### src/rtl/mc_ctrl_pkg.sv
// Shared encodings for the multi-cycle CPU control unit: state codes,
// opcode constants, PC source selects and the decoded opcode class.
package mc_ctrl_pkg;

   typedef enum logic [2:0] {
      ST_IF   = 3'd0,
      ST_ID   = 3'd1,
      ST_EXE  = 3'd2,
      ST_MEM  = 3'd3,
      ST_WB   = 3'd4,
      ST_HALT = 3'd5
   } state_t;

   localparam logic [5:0] OP_R    = 6'h00;
   localparam logic [5:0] OP_ADDI = 6'h08;
   localparam logic [5:0] OP_LW   = 6'h23;
   localparam logic [5:0] OP_SW   = 6'h2B;
   localparam logic [5:0] OP_BEQ  = 6'h04;
   localparam logic [5:0] OP_J    = 6'h02;
   localparam logic [5:0] OP_HALT = 6'h3F;

   localparam logic [1:0] PC_SRC_SEQ = 2'd0;
   localparam logic [1:0] PC_SRC_BR  = 2'd1;
   localparam logic [1:0] PC_SRC_JMP = 2'd2;

   typedef struct packed {
      logic is_r;
      logic is_addi;
      logic is_lw;
      logic is_sw;
      logic is_beq;
      logic is_j;
      logic is_halt;
      logic is_nop;
   } op_class_t;

endpackage

### src/rtl/mc_ctrl_fsm_decode.sv
// Opcode classifier: one-hot class flags for the control FSM.
// Anything that is not a recognised opcode is treated as a NOP.
module mc_op_decode
   import mc_ctrl_pkg::*;
#(
   parameter int OP_WIDTH = 6
) (
   input  logic [OP_WIDTH-1:0] op,
   output op_class_t           cls
);

   always_comb begin
      cls         = '0;
      cls.is_r    = (op == OP_WIDTH'(OP_R));
      cls.is_addi = (op == OP_WIDTH'(OP_ADDI));
      cls.is_lw   = (op == OP_WIDTH'(OP_LW));
      cls.is_sw   = (op == OP_WIDTH'(OP_SW));
      cls.is_beq  = (op == OP_WIDTH'(OP_BEQ));
      cls.is_j    = (op == OP_WIDTH'(OP_J));
      cls.is_halt = (op == OP_WIDTH'(OP_HALT));
      cls.is_nop  = !(cls.is_r || cls.is_addi || cls.is_lw || cls.is_sw ||
                      cls.is_beq || cls.is_j || cls.is_halt);
   end

endmodule

### src/rtl/mc_ctrl_fsm.sv
// Multi-cycle CPU control FSM: sequences IF/ID/EXE/MEM/WB, runs the memory
// req/ack handshake and counts retired instructions.
//
//   state | meaning
//   IF    | fetch request out, wait for mem_ack, load IR and PC+4
//   ID    | decode; J/NOP retire here, HALT enters HALT
//   EXE   | ALU operation; BEQ resolves branch and retires
//   MEM   | data access for LW/SW, wait for mem_ack
//   WB    | register-file write, retire
//   HALT  | absorbing, only reset leaves
module mc_ctrl_fsm
   import mc_ctrl_pkg::*;
#(
   parameter int OP_WIDTH  = 6,
   parameter int CNT_WIDTH = 32
) (
   input  logic                 clk,
   input  logic                 rst_n,
   input  logic [OP_WIDTH-1:0]  op,
   input  logic                 zero,
   input  logic                 mem_ack,
   output logic [2:0]           state,
   output logic                 pc_we,
   output logic [1:0]           pc_src,
   output logic                 ir_we,
   output logic                 reg_we,
   output logic                 reg_dst,
   output logic                 wb_sel,
   output logic                 alu_src_b,
   output logic                 mem_req,
   output logic                 mem_we,
   output logic                 halted,
   output logic [CNT_WIDTH-1:0] instr_cnt
);

   state_t    state_q;
   op_class_t cls;
   logic      retire;

   mc_op_decode #(
      .OP_WIDTH (OP_WIDTH)
   ) u_decode (
      .op  (op),
      .cls (cls)
   );

   // A retirement is any transition back to IF that completes an
   // instruction, plus the single entry into HALT.
   always_comb begin
      retire = 1'b0;
      case (state_q)
         ST_ID:   retire = cls.is_j || cls.is_nop || cls.is_halt;
         ST_EXE:  retire = cls.is_beq;
         ST_MEM:  retire = mem_ack && cls.is_sw;
         ST_WB:   retire = 1'b1;
         default: retire = 1'b0;
      endcase
   end

   always_ff @(posedge clk or negedge rst_n) begin
      if (!rst_n) begin
         state_q   <= ST_IF;
         instr_cnt <= '0;
      end else begin
         if (retire) instr_cnt <= instr_cnt + CNT_WIDTH'(1);
         case (state_q)
            ST_IF:   if (mem_ack) state_q <= ST_ID;
            ST_ID: begin
               if (cls.is_j || cls.is_nop) state_q <= ST_IF;
               else if (cls.is_halt)       state_q <= ST_HALT;
               else                        state_q <= ST_EXE;
            end
            ST_EXE: begin
               if (cls.is_beq)                  state_q <= ST_IF;
               else if (cls.is_lw || cls.is_sw) state_q <= ST_MEM;
               else                             state_q <= ST_WB;
            end
            ST_MEM:  if (mem_ack) state_q <= cls.is_sw ? ST_IF : ST_WB;
            ST_WB:   state_q <= ST_IF;
            ST_HALT: state_q <= ST_HALT;
            default: state_q <= ST_IF;
         endcase
      end
   end

   // Moore decode of state/op; the IF enables and the EXE branch enable are
   // qualified combinationally by mem_ack and zero in their own cycle.
   always_comb begin
      state     = state_q;
      pc_we     = 1'b0;
      pc_src    = PC_SRC_SEQ;
      ir_we     = 1'b0;
      reg_we    = 1'b0;
      reg_dst   = 1'b0;
      wb_sel    = 1'b0;
      alu_src_b = 1'b0;
      mem_req   = 1'b0;
      mem_we    = 1'b0;
      halted    = 1'b0;
      case (state_q)
         ST_IF: begin
            mem_req = 1'b1;
            if (mem_ack) begin
               ir_we  = 1'b1;
               pc_we  = 1'b1;
               pc_src = PC_SRC_SEQ;
            end
         end
         ST_ID: begin
            if (cls.is_j) begin
               pc_we  = 1'b1;
               pc_src = PC_SRC_JMP;
            end
         end
         ST_EXE: begin
            alu_src_b = cls.is_addi || cls.is_lw || cls.is_sw;
            if (cls.is_beq) begin
               pc_we  = zero;
               pc_src = PC_SRC_BR;
            end
         end
         ST_MEM: begin
            mem_req = 1'b1;
            mem_we  = cls.is_sw;
         end
         ST_WB: begin
            reg_we  = 1'b1;
            reg_dst = cls.is_r;
            wb_sel  = cls.is_lw;
         end
         ST_HALT: halted = 1'b1;
         default: ;
      endcase
   end

endmodule
### config.mk
export PLATFORM = sky130hd
export DESIGN_NAME = mc_ctrl_fsm
export DESIGN_NICKNAME = d
export VERILOG_FILES = /design/src/rtl/mc_ctrl_pkg.sv /design/src/rtl/mc_ctrl_fsm_decode.sv /design/src/rtl/mc_ctrl_fsm.sv
export SDC_FILE = /design/constraint.sdc
export NUM_CORES = 1
export LEC_CHECK = 0
export BUFFER_PORTS_ARGS = -buffer_cell sky130_fd_sc_hd__buf_2
export CAP_MARGIN = 15
export CORE_MARGIN = 4
export CORE_UTILIZATION = 32
export DETAILED_ROUTE_END_ITERATION = 10
export PLACE_DENSITY = 0.61
export SYNTH_ARGS = -nofsm -noshare
export SYNTH_HDL_FRONTEND = slang
export SYNTH_SLANG_ARGS = --single-unit
### constraint.sdc
create_clock -name clk -period 3.88 [get_ports clk]
set_clock_uncertainty 0.05 [all_clocks]
set_input_delay 0.194 -clock clk [delete_from_list [all_inputs] [get_ports clk]]
set_output_delay 0.194 -clock clk [all_outputs]
set_load 0.01 [all_outputs]
==> qor.log, run 1 <==
INFO  outcome        outcome=completed
INFO  synth          synth_largest_type_area_fraction=46.0%
INFO  pwr            power_per_cell_area=408nW/um^2
INFO  placement      gp_routability_congestion=0.829
INFO  die            die_w=85.1um
INFO  pwr            vdd.ir_drop.worst=0.000161V
INFO  timing         setup_viol=0
INFO  synth          synth.largest_area_cell=dfrtp_1
INFO  die            core_area=5640um^2
INFO  timing         worst-slew-pin-transition=774ps
INFO  clock_network  cts_hold_buf=1
INFO  synth          synth.yosys.warnings=0
INFO  min_path       type_of_the_tightest_min_delay_check=in2reg
INFO  global_routing pin_count_of_the_biggest_net_entering_global_routing=36
INFO  drt            viasPerCell=4.97
INFO  timing         fin_crit=2190ps
INFO  layout         final_layout_size_suffix_gt1_share=28.3%
INFO  synth          mapped_area=1900um^2
INFO  clock_network  clk_pin_slew=60ps
INFO  clock_network  cts_inserted_buffers=5
INFO  die            start_util=33.8%
INFO  clock_network  clock_insertion_delay_worst_skew=270ps
INFO  layout         layout-area-overhead-vs-synth=22.3%
INFO  clock_network  clk_root_buffer_cell=clkbuf_8
INFO  timing         final-hold-violation-count=0
INFO  synth          synth_enable_flop_cells=0
INFO  die            die-area=7250um^2
INFO  global_routing globalRouteMet2Util=19.5%
INFO  clock_network  cts-htree-levels=2
INFO  drt            routedWlPerCell=13.9um
INFO  synth          netlist_instances=189
INFO  clock_network  post-cts-setup-buffer-count=0
INFO  worst_setup_path timing.critical_path.fanout_max=6
INFO  drt            firstDrtPassIters=4
INFO  timing         rsz_0062_raised_after_global_routing=false
INFO  global_routing grt_pass1_wl=7.51mm
INFO  timing         timing.final.crit_share=56.5%
INFO  global_routing grt.total_usage=12.5%
INFO  clock_network  cts_tree=done
INFO  global_routing grt_pass1_vias=1,542
INFO  worst_setup_path required=3990ps
INFO  placement      hpwl=3.29mm
INFO  die            rows=27
INFO  layout         fin_nets=259
INFO  pwr            leakage=1.07nW
INFO  layout         layout.cell_area.non_filler=2330um^2
INFO  worst_setup_path worstSetupPathType=reg2reg
INFO  synth          postSynthNetCount=200
INFO  timing         drv_slew=0
INFO  global_routing grt.met1_usage=17.2%
INFO  synth          synthArstFlopShare=100%
INFO  die            die-height=85.1um
INFO  synth          synth_ff_type=dfrtp_1
INFO  drt            finalWirelength=4.42mm
INFO  drt            detail-route-antenna-nets=0
INFO  clock_network  post_cts_resize_count=0
INFO  layout         n_fill_cell=588
INFO  clock_network  clock-sinks=35
INFO  synth          avgSynthCellArea=10.1um^2
INFO  worst_setup_path data_arrival_time_of_the_critical_path=2300ps
INFO  synth          synth-seq-cells=35
INFO  worst_setup_path end_kind=flip-flop
INFO  timing         highest_clock_rate=456MHz
INFO  worst_setup_path reg2reg_slack=1690ps
INFO  worst_setup_path cp-start-kind=flip-flop
INFO  placement      detailed_place.area=2250um^2
INFO  layout         insertedDiodeCount=0
INFO  drt            num_vias=1,585
INFO  synth          synth_area_leaders=dfrtp_1, xnor2_1, nand4_1, nand2_1, xor2_1
INFO  drt            drt_iter0_markers=77
INFO  run            maxCapViolations=0
INFO  global_routing sum_of_overflow_across_all_layers_after_global_routing=0
INFO  synth          seq_area_frac_synth=46.0%
INFO  synth          netlist-cell-type-count=38
INFO  global_routing routing_layer_with_the_top_usage_in_global_route=met2
INFO  timing         fin_hold_ws=224ps
INFO  pwr            power.total=0.951mW
INFO  placement      numPortBuffers=55
INFO  timing         timing.setup.tns=0ps
INFO  drt            route.detailed.drc=0
INFO  die            design.portCount=56
INFO  clock_network  max-clock-path-buffers=2
INFO  global_routing grt_antenna_before_repair=0
INFO  timing         slew-limit-headroom=48.4%
INFO  global_routing use_met3=3.50%
layout make-up:
type                            instances  area [um^2]  area share, %
Multi-Input combinational cell        146          990           42.5
Inverter                                4         15.0          0.645
Tap cell                               72         90.1           3.87
Sequential cell                        35          876           37.6
Clock buffer                            6         72.6           3.12
Timing Repair Buffer                   56          285           12.3
sequential cells by signal, indices dropped and copies added, names as in the netlist:
register   cells
state          3
instr_cnt     32
layer usage:
metal | wire [um] | part of all wire, %
met1 | 2130 | 48
met2 | 2050 | 46
met3 | 226 | 5.1
met4 | 16 | 0.36
met5 | 0 | 0
cells in the mapped netlist, types with 2 or more instances:
master,count
and3_1,9
nor4_4,2
nor3_1,9
clkbuf_1,2
nand3_1,12
xnor2_1,23
xor2_1,8
nor4_1,2
and4_1,2
nand2_1,19
nor3b_1,4
o21ai_0,5
nor2_1,12
inv_1,4
dfrtp_1,35
a21oi_1,6
and2_1,2
nand4_1,13
worst paths after layout:
check | startpoint | endpoint | depth (start not counted)
setup / recovery | instr_cnt[3]$_DFFE_PN0P_ | instr_cnt[30]$_DFFE_PN0P_ | 6
hold / removal | mem_ack | state[2]$_DFFE_PN0P_ | 3
setup reg to reg | instr_cnt[3]$_DFFE_PN0P_ | instr_cnt[30]$_DFFE_PN0P_ | 6
hold reg to reg | instr_cnt[31]$_DFFE_PN0P_ | instr_cnt[31]$_DFFE_PN0P_ | 1
max in group asynchronous | rst_n | instr_cnt[4]$_DFFE_PN0P_ | 2
min in group asynchronous | rst_n | state[1]$_DFFE_PN0P_ | 2
critical path: stages (launching register included):
cell,delay [ps]
dfrtp_1,410
and3_4,230
nand4_1,170
or3_4,410
nor4_4,460
nand4_1,180
xnor2_1,160
cells by family after synthesis:
| logic type | after synthesis | synth area share (%) |
|---|---|---|
| buffers and inverters | 8 | 2.04 |
| adders and majority gates | 1 | 0.657 |
| AOI/OAI and AO/OA | 18 | 7.23 |
| DFF | 35 | 46.0 |
| muxes | 2 | 1.12 |
| and+or+nand+nor | 94 | 28.7 |
| xor gates and xnor gates | 31 | 14.3 |
placed cells by master (no fill, tap or decap), types with 2 or more instances in the layout:
master / synthesis / routed
buf_2: 1 / 55
dfrtp_1: 35 / 35
xnor2_1: 23 / 23
nand2_1: 19 / 19
nand4_1: 13 / 13
nor2_1: 12 / 12
nand3_1: 12 / 12
nor3_1: 9 / 9
and3_1: 9 / 9
xor2_1: 8 / 8
a21oi_1: 6 / 6
o21ai_0: 5 / 5
clkbuf_8: 0 / 5
inv_1: 4 / 4
nor3b_1: 4 / 4
nor4_1: 2 / 2
nor4_4: 2 / 2
and4_1: 2 / 2
and2_1: 2 / 2
power by group:
| group | internal (mW) | switching [mW] |
|---|---|---|
| Sequential | 0.408 | 0.0573 |
| Clock | 0.119 | 0.115 |
| Combinational | 0.107 | 0.144 |
| Total | 0.635 | 0.316 |
metrics by stage:
| stage | setup slack (ps) | std cells | util, % |
|---|---|---|---|
| 3_3_place_gp | 1750 | 312 | 39.8 |
| 2_1_floorplan | 1870 | 189 | - |
| 3_5_place_dp | 1700 | 312 | 39.8 |
| 4_1_cts | 1660 | 319 | 41.3 |
| 6_report | 1690 | 319 | 41.3 |
| 5_1_grt | 1550 | 319 | 41.3 |
No activity file was read; power rests on OpenSTA's default activity.
==> inputs of run 2 (changes only) <==
- clock period: 3.88 -> 2.1 ns (I/O delays scaled with it)
==> run 2 against run 1 <==
Effect of this change:
- maximum frequency is 12% higher
- clock power increased by 88%
- flip-flop and latch count unchanged
- worst setup slack worse by 1500 ps
- sequential power up 77%
- highest routed layer unchanged
==> qor.log, run 2 (synthesized netlist as in run 1, its figures left out) <==
INFO  timing         final-hold-violation-count=0
INFO  layout         most-common-layout-cells=buf_2, dfrtp_1, xnor2_1, nand2_1, nand4_1
INFO  pwr            leakage=1.12nW
INFO  worst_setup_path data_arrival_time_of_the_critical_path=2080ps
INFO  placement      numPortBuffers=55
INFO  timing         setup_viol=0
INFO  die            die_w=85.1um
INFO  min_path       type_of_the_tightest_min_delay_check=in2reg
INFO  worst_setup_path end_kind=flip-flop
INFO  pwr            power_per_cell_area=752nW/um^2
INFO  drt            routedWlPerCell=13.5um
INFO  timing         fin_crit=1960ps
INFO  layout         insertedDiodeCount=0
INFO  timing         rsz_0062_raised_after_global_routing=true
INFO  clock_network  cts_tree=done
INFO  placement      gp_routability_congestion=0.848
INFO  placement      worst_setup_slack_before_clock_tree_synthesis=56.5ps
INFO  drt            drt_iter0_markers=65
INFO  global_routing grt_pass1_vias=1,552
INFO  worst_setup_path r2r-end=instr_cnt[24]$_DFFE_PN0P_
INFO  worst_setup_path required=2220ps
INFO  global_routing pin_count_of_the_biggest_net_entering_global_routing=36
INFO  layout         registers.top_by_ff_count=instr_cnt
INFO  die            die-height=85.1um
INFO  layout         finalCoreUtilization=42.7%
INFO  layout         mostFrequentLayoutCell=buf_2
INFO  die            core_area=5640um^2
INFO  worst_setup_path worstSetupPathType=reg2reg
INFO  clock_network  cts_inserted_buffers=5
INFO  die            start_util=33.8%
INFO  layout         layout-area-overhead-vs-synth=26.6%
INFO  run            maxCapViolations=0
INFO  worst_setup_path worst_r2r_startpoint=instr_cnt[5]$_DFFE_PN0P_
INFO  timing         timing.final.crit_share=93.5%
INFO  drt            num_vias=1,659
INFO  layout         final_layout_size_suffix_gt1_share=31.4%
INFO  worst_setup_path critical_path.slowest_cell=or3_4
INFO  drt            maxUsedRoutingLayer=met4
INFO  global_routing grt.total_usage=13.2%
INFO  die            rows=27
INFO  drt            viasPerCell=5.03
INFO  global_routing sum_of_overflow_across_all_layers_after_global_routing=0
INFO  clock_network  clock_insertion_delay_worst_skew=290ps
INFO  placement      detailed_place.area=2320um^2
INFO  outcome        outcome=completed
INFO  timing         highest_clock_rate=509MHz
INFO  worst_setup_path reg2reg_slack=140ps
INFO  global_routing grt_pass1_wl=7.69mm
INFO  worst_setup_path rr_worst_depth=7
INFO  die            die-area=7250um^2
INFO  drt            detail-route-antenna-nets=0
INFO  pwr            power.total=1.81mW
INFO  drt            wl_met3=291um
INFO  layout         largest_register_ff_count=32
INFO  drt            detailroute.wirelength.met2=1.99mm
INFO  timing         slew-limit-headroom=49.3%
INFO  min_path       min_delay_worst_endpoint=state[2]$_DFFE_PN0P_
INFO  clock_network  cts-htree-levels=2
INFO  worst_setup_path cp-start-kind=flip-flop
INFO  clock_network  max-clock-path-buffers=2
INFO  clock_network  clk_pin_slew=60ps
INFO  drt            route.detailed.drc=0
INFO  timing         drv_slew=0
INFO  drt            finalWirelength=4.46mm
INFO  drt            firstDrtPassIters=4
INFO  worst_setup_path timing.critical_path.slowest_cell_delay=390ps
INFO  min_path       whs_path_depth=3
INFO  layout         fin_nets=270
INFO  worst_setup_path timing.critical_path.cells=and3_4 > nand4_1 > or3_4 > nor4_4 > buf_4 > nand4_1 > xnor2_1
INFO  timing         worst_slack_setup_final=137ps
INFO  die            design.portCount=56
INFO  global_routing grt_antenna_before_repair=0
INFO  worst_setup_path timing.critical_path.fanout_max=6
INFO  layout         layout.cell_area.non_filler=2410um^2
INFO  clock_network  clk_root_buffer_cell=clkbuf_8
INFO  worst_setup_path critical-path-top-cell-by-count=nand4_1
INFO  timing         worst-slew-pin-transition=761ps
INFO  min_path       hold_start=mem_ack
INFO  clock_network  clock-sinks=35
INFO  drt            route.layer.met1.wl=2.13mm
INFO  pwr            vdd.ir_drop.worst=0.000313V
INFO  placement      hpwl=3.35mm
-- run 2: worst max path at each step --
stage / startpoint / endpoint / slack [ps] / cells after the start
4_1_cts: instr_cnt[5]$_DFFE_PN0P_ / instr_cnt[25]$_DFFE_PN0P_ / 50 / 6
5_1_grt: instr_cnt[5]$_DFFE_PN0P_ / instr_cnt[31]$_DFFE_PN0P_ / -2 / 6
3_3_place_gp: instr_cnt[5]$_DFFE_PN0P_ / instr_cnt[31]$_DFFE_PN0P_ / 40 / 6
3_5_place_dp: instr_cnt[5]$_DFFE_PN0P_ / instr_cnt[25]$_DFFE_PN0P_ / 60 / 6
6_report: instr_cnt[5]$_DFFE_PN0P_ / instr_cnt[24]$_DFFE_PN0P_ / 140 / 7
2_1_floorplan: instr_cnt[3]$_DFFE_PN0P_ / instr_cnt[22]$_DFFE_PN0P_ / 90 / 6
-- run 2: cell type report --
| type | count | area, um^2 |
|---|---|---|
| fill | 554 | 3230 |
| multi-input combinational | 146 | 990 |
| sequential | 35 | 876 |
| timing repair buffer | 67 | 368 |
| tap | 72 | 90.1 |
| clock buffer | 6 | 72.6 |
| inverter | 4 | 15.0 |
-- run 2: worst max-delay path: cells and delay by family (launching register included) --
kind                      cells  cell delay, ps
and+or+nand+nor               5            1100
buffers and inverters         1             180
xor gates and xnor gates      1             160
DFF                           1             370
-- run 2: per-stage QoR --
| step | std cells | setup TNS, ps | hold WS (ps) |
|---|---|---|---|
| detailed placement | 322 | 0 | 181 |
| CTS | 329 | 0 | 117 |
| global placement | 322 | 0 | 176 |
| global route | 330 | -2.72 | 136 |
| finish | 330 | 0 | 134 |
| floorplan | 189 | 0 | -241 |
-- run 2: timing repair --
action,4_1_cts,5_1_grt
buffers inserted,0,1
hold endpoints to repair,35,0
endpoints found under the setup margin,0,11
hold buffers,1,0
resized for setup,0,0
-- run 2: where the power goes --
group	switching, mW	internal, mW	leakage (nW)	total (mW)
Combinational	0.302	0.244	0.647	0.545
Sequential	0.0714	0.755	0.439	0.826
Clock	0.220	0.221	0.0371	0.441
Total	0.593	1.22	1.12	1.81
-- run 2: metal layers --
metal	global-route usage [%]	vias to the layer above
li1	-	817
met1	19.0	787
met2	18.7	49
met3	4.47	6
met4	3.88	0
met5	0	-
